<file path="src/rtl/wall32_seq_pkg.sv">
// Shared types and constants for the 32x32 sequential multiplier built on one 16x16 multiplier.
// Optional build macro: WALL32_ZERO_SKIP_EN (skip partial products whose operand halves are zero).
package wall32_seq_pkg;

    typedef enum logic [1:0] {
        IDLE = 2'd0,
        MUL  = 2'd1,
        DONE = 2'd2
    } state_e;

    // Bit 1 selects the upper half of a, bit 0 the upper half of b.
    typedef enum logic [1:0] {
        STEP_S0 = 2'd0,
        STEP_S1 = 2'd1,
        STEP_S2 = 2'd2,
        STEP_S3 = 2'd3
    } step_e;

    localparam int unsigned SHIFT_S0 = 0;
    localparam int unsigned SHIFT_S1 = 16;
    localparam int unsigned SHIFT_S2 = 16;
    localparam int unsigned SHIFT_S3 = 32;

    function automatic logic [63:0] shift_pp(input logic [31:0] pp, input step_e step);
        logic [63:0] wide;
        wide = {32'd0, pp};
        case (step)
            STEP_S0: shift_pp = wide << SHIFT_S0;
            STEP_S1: shift_pp = wide << SHIFT_S1;
            STEP_S2: shift_pp = wide << SHIFT_S2;
            default: shift_pp = wide << SHIFT_S3;
        endcase
    endfunction

`ifdef WALL32_ZERO_SKIP_EN
    function automatic logic [3:0] step_mask(input logic [31:0] a, input logic [31:0] b);
        step_mask[0] = (a[15:0]  != 16'd0) && (b[15:0]  != 16'd0);
        step_mask[1] = (a[15:0]  != 16'd0) && (b[31:16] != 16'd0);
        step_mask[2] = (a[31:16] != 16'd0) && (b[15:0]  != 16'd0);
        step_mask[3] = (a[31:16] != 16'd0) && (b[31:16] != 16'd0);
    endfunction
`endif

endpackage

</file>
<file path="src/rtl/wall32_seq_mul_wall16bit.sv">
// Shared unsigned 16x16 -> 32 multiplier used once per step by wall32_seq_mul.
module wall16bit (
    input  logic [15:0] a_i,
    input  logic [15:0] b_i,
    output logic [31:0] p_o
);

    assign p_o = 32'(a_i) * 32'(b_i);

endmodule

</file>
<file path="src/rtl/wall32_seq_mul.sv">
// 32x32 -> 64 unsigned multiplier: one 16x16 partial product accumulated per clock.
// Build macro WALL32_ZERO_SKIP_EN enables skipping of steps with a zero operand half.
module wall32_seq_mul
    import wall32_seq_pkg::*;
(
    input  logic        clk,
    input  logic        rst_n,
    input  logic        in_valid,
    output logic        in_ready,
    input  logic [31:0] a,
    input  logic [31:0] b,
    output logic        out_valid,
    input  logic        out_ready,
    output logic [63:0] p,
    output logic        busy
);

    state_e      state_q, state_d;
    step_e       step_q, step_d;
    logic [31:0] a_q, b_q;
    logic [63:0] acc_q, acc_d;
    logic [15:0] a_half, b_half;
    logic [31:0] pp;
    logic        accept;
    logic        last_step;
    logic        do_add;
    step_e       first_step;
    step_e       next_step;

    assign accept = in_valid && (state_q == IDLE);

    assign a_half = step_q[1] ? a_q[31:16] : a_q[15:0];
    assign b_half = step_q[0] ? b_q[31:16] : b_q[15:0];

    wall16bit u_wall16bit (
        .a_i (a_half),
        .b_i (b_half),
        .p_o (pp)
    );

`ifdef WALL32_ZERO_SKIP_EN
    logic [3:0] mask_q, mask_d;

    // An all-zero mask parks on S0 with do_add low, giving the one-cycle pass to DONE.
    always_comb begin
        mask_d     = step_mask(a, b);
        first_step = STEP_S0;
        next_step  = step_q;
        last_step  = 1'b1;
        for (int i = 3; i >= 0; i--) begin
            if (mask_d[i]) first_step = step_e'(2'(i));
            if (mask_q[i] && (i > int'(step_q))) begin
                next_step = step_e'(2'(i));
                last_step = 1'b0;
            end
        end
        do_add = mask_q[step_q];
    end

    always_ff @(posedge clk) begin
        if (!rst_n)      mask_q <= 4'd0;
        else if (accept) mask_q <= mask_d;
    end
`else
    always_comb begin
        first_step = STEP_S0;
        next_step  = step_e'(step_q + 2'd1);
        last_step  = (step_q == STEP_S3);
        do_add     = 1'b1;
    end
`endif

    always_ff @(posedge clk) begin
        if (!rst_n) state_q <= IDLE;
        else        state_q <= state_d;
    end

    always_comb begin
        state_d = state_q;
        case (state_q)
            IDLE:    if (accept)    state_d = MUL;
            MUL:     if (last_step) state_d = DONE;
            DONE:    if (out_ready) state_d = IDLE;
            default:                state_d = IDLE;
        endcase
    end

    always_comb begin
        in_ready  = (state_q == IDLE);
        out_valid = (state_q == DONE);
        busy      = (state_q != IDLE);
    end

    // NOTE: every always_comb output gets a default first so no path leaves it unassigned (no latch).
    always_comb begin
        step_d = step_q;
        acc_d  = acc_q;
        if (accept) begin
            step_d = first_step;
            acc_d  = 64'd0;
        end else if (state_q == MUL) begin
            if (do_add)     acc_d  = acc_q + shift_pp(pp, step_q);
            if (!last_step) step_d = next_step;
        end
    end

    // NOTE: the datapath is cleared by the synchronous reset so p reads 0 after reset, not X.
    always_ff @(posedge clk) begin
        if (!rst_n) begin
            step_q <= STEP_S0;
            a_q    <= 32'd0;
            b_q    <= 32'd0;
            acc_q  <= 64'd0;
        end else begin
            step_q <= step_d;
            acc_q  <= acc_d;
            if (accept) begin
                a_q <= a;
                b_q <= b;
            end
        end
    end

    assign p = acc_q;

endmodule

</file>
<file path="config.mk">
export PLATFORM = sky130hd
export DESIGN_NAME = wall32_seq_mul
export DESIGN_NICKNAME = d
export VERILOG_FILES = /design/src/rtl/wall32_seq_pkg.sv /design/src/rtl/wall32_seq_mul_wall16bit.sv /design/src/rtl/wall32_seq_mul.sv
export SDC_FILE = /design/constraint.sdc
export NUM_CORES = 1
export LEC_CHECK = 0
export CAP_MARGIN = 15
export CORE_MARGIN = 2
export CORE_UTILIZATION = 60
export DETAILED_ROUTE_END_ITERATION = 8
export DONT_BUFFER_PORTS = 1
export PLACE_DENSITY = 0.79
export SKIP_LAST_GASP = 1
export SLEW_MARGIN = 15
export SYNTH_ARGS = -nofsm -noshare
export SYNTH_HDL_FRONTEND = slang
export SYNTH_SLANG_ARGS = --single-unit
</file>
<file path="constraint.sdc">
create_clock -name clk -period 13.8 [get_ports clk]
set_input_delay 2.76 -clock clk [delete_from_list [all_inputs] [get_ports clk]]
set_output_delay 2.76 -clock clk [all_outputs]
set_load 0.005 [all_outputs]
</file>
==> results of run 1 <==
-- metal layers --
layer,track usage (%),vias to the layer above
met4,10.16,0
met3,7.727,111
li1,-,7239
met1,42.56,7603
met2,53.94,586
met5,0,-
-- worst paths after layout --
path                  start  endpoint  slack [ns]  cells past startpoint
setup / recovery  step_q[1]     p[60]        3.16                     36
hold reg to reg     b_q[20]   b_q[20]        0.47                      2
hold / removal      b_q[20]   b_q[20]        0.47                      2
setup reg to reg  step_q[1]     p[60]        3.16                     36
-- power by group through the flow --
stage                     Combinational, W  Sequential, W  Clock [W]
after CTS                         0.000371       0.000411   0.000484
after detailed placement          0.000369       0.000419          0
final                             0.000378       0.000411   0.000483
after global placement            0.000361       0.000418          0
after floorplan                   0.000274       0.000414          0
after global routing              0.000413       0.000413   0.000501
-- kinds of logic (layout without fill, tap and decap cells) --
logic type,count (synthesis),after routing,share of synthesized area [%]
simple gates,769,769,18.35
fa+ha+maj,364,364,34.03
buf+inv,378,321,8.065
flops,132,132,14.94
mux,65,65,3.884
compound gates,459,459,17.06
xor+xnor,74,74,3.665
-- area by class of cell --
class,instances,area [um^2]
clock inverter,14,177.7
multi-input combinational,1731,13640
clock buffer,18,429.2
inverter,273,1025
timing repair buffer,16,120.1
fill,2529,10340
sequential,132,2643
tap,384,480.5
-- cells in the mapped netlist (43+ instances only) --
| cell | count |
|---|---|
| dfxtp_1 | 132 |
| a21o_1 | 43 |
| nor2_1 | 187 |
| o21ai_0 | 45 |
| a21oi_1 | 142 |
| clkbuf_1 | 95 |
| xnor2_1 | 54 |
| nand2_1 | 422 |
| a21boi_0 | 65 |
| fa_1 | 195 |
| inv_1 | 273 |
| ha_1 | 169 |
-- worst max-delay path: cells and delay by family (launching register included) --
kind            cells  cell delay (ns)
compound gates     14             3.30
xor+xnor            1             0.20
fa+ha+maj           8             3.84
buf+inv             5             0.62
flops               1             0.32
mux                 1             0.97
simple gates        7             1.22
-- state kept, by name, indices dropped and copies added, names as in the netlist --
name / flops
state_q: 2
a_q: 32
b_q: 32
p: 64
step_q: 2
-- through the flow --
step	utilization (%)	worst slack, ns	hold WS, ns	total power, W	instances
2_1_floorplan	-	3.988	0.4400	0.0006875	2241
3_3_place_gp	62.03	3.404	0.4583	0.0007788	2536
3_5_place_dp	62.03	3.206	0.4591	0.0007880	2536
4_1_cts	64.13	3.182	0.4675	0.001266	2568
5_1_grt	64.16	2.638	0.4995	0.001327	2568
6_report	64.16	3.160	0.4710	0.001271	2568
-- layout by cell type, fill, tap and decap left out, types with 31 or more instances in the layout --
master	netlist	layout
o21ai_0	45	45
o21ai_1	31	31
ha_1	169	169
dfxtp_1	132	132
mux2i_1	36	34
nand2_1	422	420
a21boi_0	65	65
a21oi_1	142	142
a21o_1	43	43
xnor2_1	54	54
nor2_1	187	187
inv_1	273	273
fa_1	195	195
nand3_1	37	37
==> out/metrics.yaml, run 1 <==
yosys:
  netlist_area_um2: 17690
  synth_top_area_share_pct: 22.07
  syn_avg_cell_area_um2: 7.892
  synthArstFlopShare_pct: 0
  synth_enable_flop_cells: 0
  ys.flop_type: "dfxtp_1"
  synth.distinct_cells: 70
  syn_nets: 2673
  synth_area_leaders: "fa_1 22%, dfxtp_1 15%, ha_1 12%"
  yosys_warnings: 0
  synthCells: 2241
  synth.largest_area_cell: "fa_1"
  ys_ff_latch: 132
  yosysSeqAreaShare_pct: 14.94
setup_path:
  worst_setup_path_start_kind: "flip-flop"
  end_kind: "flip-flop"
  required_ns: 14.13
  criticalPathCategory: "flip-flop to flip-flop"
  cp_slowest_cell: "mux2i_1"
  arrival_ns: 10.97
  cpPeakStageDelay_ns: 0.97
  crit_fanout: 34
  crit_top_cell: "fa_1"
clock_tree:
  path_clk_slew_ns: 0.06
  cts_tree: "done"
  worst_skew_pair.late_latency_ns: 0.44
  cts_max_level: 4
  hold_buffers: 0
  post_cts_buffers: 0
  cts_buffer_depth: 2
  numClockSinks: 132
  cts_resized: 0
  clock-root-buffer: "clkbuf_16"
  numCtsBuffers: 17
power_and_ir_drop:
  internal_power_w: 0.0008079
  p_clk_share_pct: 38.0
  switching_share_pct: 36.46
  switchingPower_w: 0.0004635
  p_per_area_nw_per_um2: 68.67
  power.leakage_nw: 8.414
  ir_drop_v: 0.00007022
  seq_power_share_pct: 32.3
  combPwrFrac_pct: 29.7
sta:
  max_freq_ghz: 0.09399
  clock_skew_ns: 0.01569
  finalSetupTns_ns: 0
  max_slew.worst_pin.slew_ns: 1.116
  max-slew-margin-rel_pct: 23.44
  rsz0062_at_grt: "false"
  setup_viol: 0
  period_share_pct: 77.10
  final_hold_viol_count: 0
  finalCriticalPeriod_ns: 10.64
  final-max-slew-violation-count: 0
detailed_routing:
  vias: 15540
  wl_met2_mm: 24.00
  route.met3.wl_mm: 4.264
  drcViolationCount: 0
  top_layer: "met4"
  routed_via_density: 6.051
  drtAntennaViolNets: 0
  firstDrtPassIters: 6
  wl_per_cell_um: 19.52
  dr.first_iter.drc_count: 1447
  wl_mm: 50.14
  met1_length_mm: 20.56
global_route:
  grt_pass1_vias: 15120
  grt_start_max_net_pins: 69
  grt_pass1_wl_mm: 79.55
  grt_use_total_pct: 32.67
  antenna_found_initial: 1
  grt-ovfl-total: 0
placed_design:
  routabilityCongestion: 0.9821
  io_buffers: 0
  place_hpwl_mm: 40.42
  placed_cell_area_um2: 17900
floorplanning:
  die_h_um: 175.7
  start_util_pct: 61.29
  die_x_um: 175.7
  num_rows: 62
  core_um2: 28860
  die_area_um2: 30870
  io_pins: 135
final_layout:
  design_area_um2: 18520
  syn_to_final_growth_pct: 4.691
  drive_above_1_share_pct: 4.396
  diodes: 0
  fin_nets: 2603
run_status:
  status: "completed"
run:
  cap_violations: 0
min_path:
  hold_class: "flip-flop to flip-flop"
Power figures use the tool's default switching activity.
==> inputs of run 2 (changes only) <==
- PLACE_DENSITY: 0.79 -> 0.82
- clock period: 13.8 -> 9.1 ns (I/O delays scaled with it)
==> run 2 against run 1 <==
  * Critical endpoint is now p[61]
  * Non-clock buffer count increased by 332
  * Maximum frequency increased by 13%
  * Largest cell class unchanged
  * Clock power increased by 55%
  * Setup slack got worse by 3.5 ns
  * Sequential power increased by 53%
  * The flow now finishes with violations (setup timing)
  * Die area unchanged
==> out/metrics.yaml, run 2 (synthesis gave the netlist of run 1 again) <==
setup_path:
  timing.rr.start: "step_q[0]"
  rr_worst_depth: 38
  path_delay_family: "adder cells"
  end_kind: "flip-flop"
  worst_setup_path_start_kind: "flip-flop"
  crit_buf_inv: 7
  arrival_ns: 9.70
  crit_fanout: 9
  cp_slowest_cell: "fa_1"
  r2r-end: "p[61]"
  path_depth: 38
  reg2reg_slack_ns: -0.29
  criticalPathCategory: "flip-flop to flip-flop"
  crit_top_cell: "fa_1"
  crit_end: "p[61]"
  cpPeakStageDelay_ns: 0.56
  cp-startpoint: "step_q[0]"
  required_ns: 9.41
sta:
  max-slew-margin-rel_pct: 28.44
  final-max-slew-violation-count: 0
  rsz0062_at_grt: "true"
  final_hold_viol_count: 0
  finalCriticalPeriod_ns: 9.393
  setup_viol: 11
  setup_ws_ns: -0.2927
  max_freq_ghz: 0.1065
  whs_ns: 0.4778
  max_slew.worst_pin.slew_ns: 1.073
  clock_skew_ns: 0.01951
  period_share_pct: 103.2
detailed_routing:
  firstDrtPassIters: 6
  wl_per_cell_um: 21.00
  vias: 17610
  drcViolationCount: 0
  dr.first_iter.drc_count: 1753
  drtAntennaViolNets: 0
  wl_mm: 60.94
  routed_via_density: 6.069
placed_design:
  io_buffers: 0
  place_inst: 2834
  routabilityCongestion: 1.061
  place_hpwl_mm: 47.25
global_route:
  grt_start_max_net_pins: 69
  grt_pass1_wl_mm: 92.07
  grt_use_total_pct: 38.49
  grt-ovfl-total: 0
  grt_pass1_vias: 17100
  antenna_found_initial: 1
final_layout:
  fin_nets: 2935
  finalNonFillerCells: 2902
  layout_commonest_cell: "nand2_1"
  final_cell_mix: "412 x nand2_1, 324 x buf_4, 265 x inv_1"
  largest_reg_flops: 64
  drive_above_1_share_pct: 21.54
  syn_to_final_growth_pct: 24.55
floorplanning:
  io_pins: 135
  die_h_um: 175.7
  die_area_um2: 30870
  die_x_um: 175.7
  num_rows: 62
  start_util_pct: 61.29
  core_um2: 28860
power_and_ir_drop:
  seq_power_share_pct: 28.6
  p_clk_share_pct: 34.2
  internal_power_w: 0.001405
  switching_share_pct: 36.00
  power.leakage_nw: 10.29
  total_power_w: 0.002196
  p_per_area_nw_per_um2: 99.68
  ir_drop_v: 0.0001302
  combPwrFrac_pct: 37.2
  switchingPower_w: 0.0007904
clock_tree:
  worst_skew_pair.late_latency_ns: 0.46
  clock-root-buffer: "clkbuf_16"
  numClockSinks: 132
  cts_buffer_depth: 2
  cts_tree: "done"
  numCtsBuffers: 17
  hold_buffers: 0
  cts_max_level: 4
  path_clk_slew_ns: 0.06
run:
  cap_violations: 0
run_status:
  status: "finished, violations left"
  violations: "setup timing"
min_path:
  hold_class: "flip-flop to flip-flop"
==> run 2: changes by cell type in the layout (fill, tap and decap cells not counted), sizes merged <==
cell / delta
buf: +330
bufbuf: +1
clkbuf: +7
clkinv: -5
clkinvlp: +2
diode: +2
inv: -3
==> run 2: metrics by stage <==
step	utilization (%)	area, um^2	TNS [ns]	worst slack, ns
after floorplan	-	17800	0	0.008505
after global placement	70.25	20270	-0.9984	-0.1753
after detailed placement	70.25	20270	-4.026	-0.3793
after CTS	73.63	21250	0	0.005794
after global routing	76.31	22020	-6.234	-0.5289
final	76.33	22030	-1.145	-0.2927
==> run 2: worst min path at each step <==
stage / start / to / cells past startpoint
6_report: b_q[21] / b_q[21] / 2
4_1_cts: b_q[27] / b_q[27] / 2
2_1_floorplan: b_q[25] / b_q[25] / 2
5_1_grt: b_q[9] / b_q[9] / 2
3_3_place_gp: a_q[31] / a_q[31] / 2
3_5_place_dp: b_q[27] / b_q[27] / 2
==> run 2: routing by layer <==
metal	vias up	share of wire, %	track usage, %
met4	0	4.3	13.84
met3	237	11	11.39
met1	8470	38	49.91
li1	7907	-	-
met5	-	0	0
met2	998	46	61.20
==> run 2: cell type report <==
| type | instances | area, um^2 |
|---|---|---|
| antenna | 2 | 5.005 |
| clock buffer | 24 | 491.7 |
| clock inverter | 8 | 122.6 |
| fill | 2090 | 6830 |
| inverter | 273 | 1025 |
| multi-input combinational | 1731 | 14450 |
| sequential | 132 | 2650 |
| tap | 384 | 480.5 |
| timing repair buffer | 348 | 2806 |
==> run 2: what timing repair did <==
| item | 4_1_cts | 5_1_grt |
|---|---|---|
| endpoints found under the setup margin | 22 | 33 |
| cloned | 1 | 1 |
| buffers inserted | 8 | 27 |
| gates resized for setup | 57 | 121 |
| pin swaps | 21 | 79 |
==> run 2: worst min-delay path, cell delays in order, from the launching register on <==
cell	delay, ns
dfxtp_1	0.31
nand2_1	0.05
a21boi_0	0.06
==> run 2: power by group through the flow <==
| stage | registers [W] | clock network, W | logic [W] |
|---|---|---|---|
| 6_report | 0.000628 | 0.000751 | 0.000817 |
| 5_1_grt | 0.000630 | 0.000781 | 0.000869 |
| 4_1_cts | 0.000626 | 0.000754 | 0.000741 |
| 3_5_place_dp | 0.000637 | 0 | 0.000715 |
| 3_3_place_gp | 0.000636 | 0 | 0.000701 |
| 2_1_floorplan | 0.000629 | 0 | 0.000419 |
==> inputs of run 3 (changes only) <==
- ABC_AREA: unset -> 1
- CORE_MARGIN: 2 -> 5
==> run 3 against run 2 <==
  * The flow now finishes without violations
  * Hold slack better by 0.0021 ns
  * Synthesized cell count is 28% higher
  * Clock power shrank 4.8%
  * Setup slack better by 0.72 ns
  * Global-route usage decreased by 1.6 points
  * Cell count grew 14%
  * Area after synthesis up 7.5%
  * Maximum frequency increased by 8.3%
  * Critical path depth fell by 2
  * First-iteration DRC count decreased by 7.3%
  * Critical endpoint is now p[60]
  * Highest routed layer is now met5
==> out/metrics.yaml, run 3 <==
run_status:
  status: "completed"
detailed_routing:
  dr.first_iter.drc_count: 1625
  drcViolationCount: 0
  routed_via_density: 5.712
  wl_mm: 65.52
  drtAntennaViolNets: 0
  firstDrtPassIters: 8
  wl_per_cell_um: 19.84
  vias: 18870
sta:
  setup_viol: 0
  rsz0062_at_grt: "true"
  max_slew.worst_pin.slew_ns: 1.127
  clock_skew_ns: 0.01363
  max_freq_ghz: 0.1153
  final-max-slew-violation-count: 0
  setup_ws_ns: 0.4277
  period_share_pct: 95.30
  final_hold_viol_count: 0
  max-slew-margin-rel_pct: 24.76
  finalCriticalPeriod_ns: 8.672
setup_path:
  end_kind: "flip-flop"
  cpPeakStageDelay_ns: 0.56
  arrival_ns: 9.03
  crit_fanout: 19
  cp_slowest_cell: "fa_1"
  required_ns: 9.46
  criticalPathCategory: "flip-flop to flip-flop"
  rr_worst_depth: 36
  worst_setup_path_start_kind: "flip-flop"
floorplanning:
  die_h_um: 188.0
  num_rows: 65
  die_area_um2: 35330
  start_util_pct: 60.54
  core_um2: 31390
  die_x_um: 188.0
  io_pins: 135
final_layout:
  syn_to_final_growth_pct: 7.038
  fill_cells: 2928
  layout_commonest_cell: "nor2_1"
  largest_reg_flops: 64
  design_area_um2: 20340
  drive_above_1_share_pct: 6.653
  seq_area_um2: 2643
  diodes: 0
  fin_nets: 3320
  multi_input_area_um2: 14060
  final_util_pct: 64.80
  final_cell_mix: "569 x nor2_1, 540 x nand2_1, 530 x inv_1"
yosys:
  synthCells: 2876
  synth_most_common_cell: "nor2_1"
  netlist_area_um2: 19000
  syn_avg_cell_area_um2: 6.608
  synth_common_cells: "570 x nor2_1, 540 x nand2_1, 534 x inv_1"
  synth_top_area_share_pct: 20.54
  synth.largest_area_cell: "fa_1"
  yosys_warnings: 0
  synthArstFlopShare_pct: 0
  synth_area_leaders: "fa_1 21%, dfxtp_1 14%, nor2_1 11%"
  ys_ff_latch: 132
  ys.flop_type: "dfxtp_1"
  syn_nets: 3308
  synth_enable_flop_cells: 0
  synth.distinct_cells: 47
  yosysSeqAreaShare_pct: 13.90
global_route:
  grt_start_max_net_pins: 67
  grt_use_total_pct: 36.87
  grt-ovfl-total: 0
  antenna_found_initial: 1
  grt_pass1_vias: 18720
  grt_pass1_wl_mm: 102.0
power_and_ir_drop:
  p_per_area_nw_per_um2: 252.6
  ir_drop_v: 0.0002158
  power.leakage_nw: 10.34
clock_tree:
  cts_tree: "done"
  numClockSinks: 132
  clock-root-buffer: "clkbuf_16"
  cts_max_level: 4
  numCtsBuffers: 17
  cts_buffer_depth: 2
  path_clk_slew_ns: 0.07
  hold_buffers: 0
  worst_skew_pair.late_latency_ns: 0.46
placed_design:
  routabilityCongestion: 1.094
  post-place-ws_ns: 0.3295
  place_hpwl_mm: 54.22
  placed_cell_area_um2: 19700
  io_buffers: 0
min_path:
  hold_class: "flip-flop to flip-flop"
  min_path_cells: 2
run:
  cap_violations: 0
## run 3: changes by cell type after synthesis, moves of 25 or more
cell / previous run / this run
nor2_1: 187 / 570
nand3_1: 37 / 93
nand2_1: 422 / 540
clkbuf_1: 95 / 54
a21oi_1: 142 / 117
o21ai_0: 45 / 157
xnor2_1: 54 / 25
or2_2: 2 / 35
a21o_1: 43 / 8
mux2_2: 29 / 0
a21boi_0: 65 / 7
mux2i_1: 36 / 0
inv_1: 273 / 534
## run 3: power breakdown
| group | leakage, nW | switching [W] | internal, W |
|---|---|---|---|
| clock network | 0.286 | 0.000348 | 0.000367 |
| registers | 1.09 | 0.0000513 | 0.000627 |
| logic | 8.97 | 0.00250 | 0.00125 |
| total | 10.3 | 0.00290 | 0.00224 |
## run 3: kinds of logic (layout without fill, tap and decap cells)
| kind of cell | after synthesis | after routing | share of synthesized area [%] |
|---|---|---|---|
| AND/OR/NAND/NOR | 1312 | 1312 | 27.93 |
| adder cells (fa/ha/maj) | 364 | 364 | 31.67 |
| buffers and inverters | 618 | 643 | 12.28 |
| AO/OA/AOI/OAI | 394 | 394 | 11.64 |
| XOR/XNOR | 56 | 56 | 2.581 |
| flip-flops | 132 | 132 | 13.90 |
## run 3: final cells by class
class	instances	area share, %
repair buffers	63	2.325
multi-input cells	2126	69.14
inverters	548	10.17
well taps	402	2.473
flip-flops and latches	132	12.99
clock buffers	17	2.091
clock inverters	15	0.8119
## run 3: critical path: cells and delay by family (launching register included)
| family | cells | cell delay (ns) |
|---|---|---|
| simple gates | 11 | 1.39 |
| flops | 1 | 0.34 |
| xor+xnor | 1 | 0.34 |
| fa+ha+maj | 8 | 3.82 |
| buf+inv | 7 | 0.82 |
| compound gates | 9 | 1.84 |
## run 3: final timing paths
kind / slack, ns / startpoint / endpoint
max: 0.43 / step_q[0] / p[60]
min: 0.48 / b_q[20] / b_q[20]
max reg2reg: 0.43 / step_q[0] / p[60]
min reg2reg: 0.48 / b_q[20] / b_q[20]
## run 3: per-layer routing
metal  vias to the layer above  track usage (%)  wire length (um)
met5                         -                0                17
met2                       885            63.09             31560
li1                       8864                -                 -
met1                      8868            43.34             24270
met4                         2            21.68              4729
met3                       249            6.720              4948
## run 3: per-stage QoR
stage / TNS, ns / power, W / instances / hold WS (ns)
final: 0 / 0.005138 / 3303 / 0.4799
after global routing: -0.01655 / 0.005501 / 3303 / 0.4995
after CTS: 0 / 0.005033 / 3303 / 0.4828
after detailed placement: 0 / 0.004285 / 3271 / 0.4665
after global placement: 0 / 0.004245 / 3271 / 0.4562
after floorplan: 0 / 0.003117 / 2876 / 0.4472
## run 3: what timing repair did
item                       4_1_cts  5_1_grt
setup buffers                    0        0
gates resized for setup          0       11
setup endpoints to repair        0       21
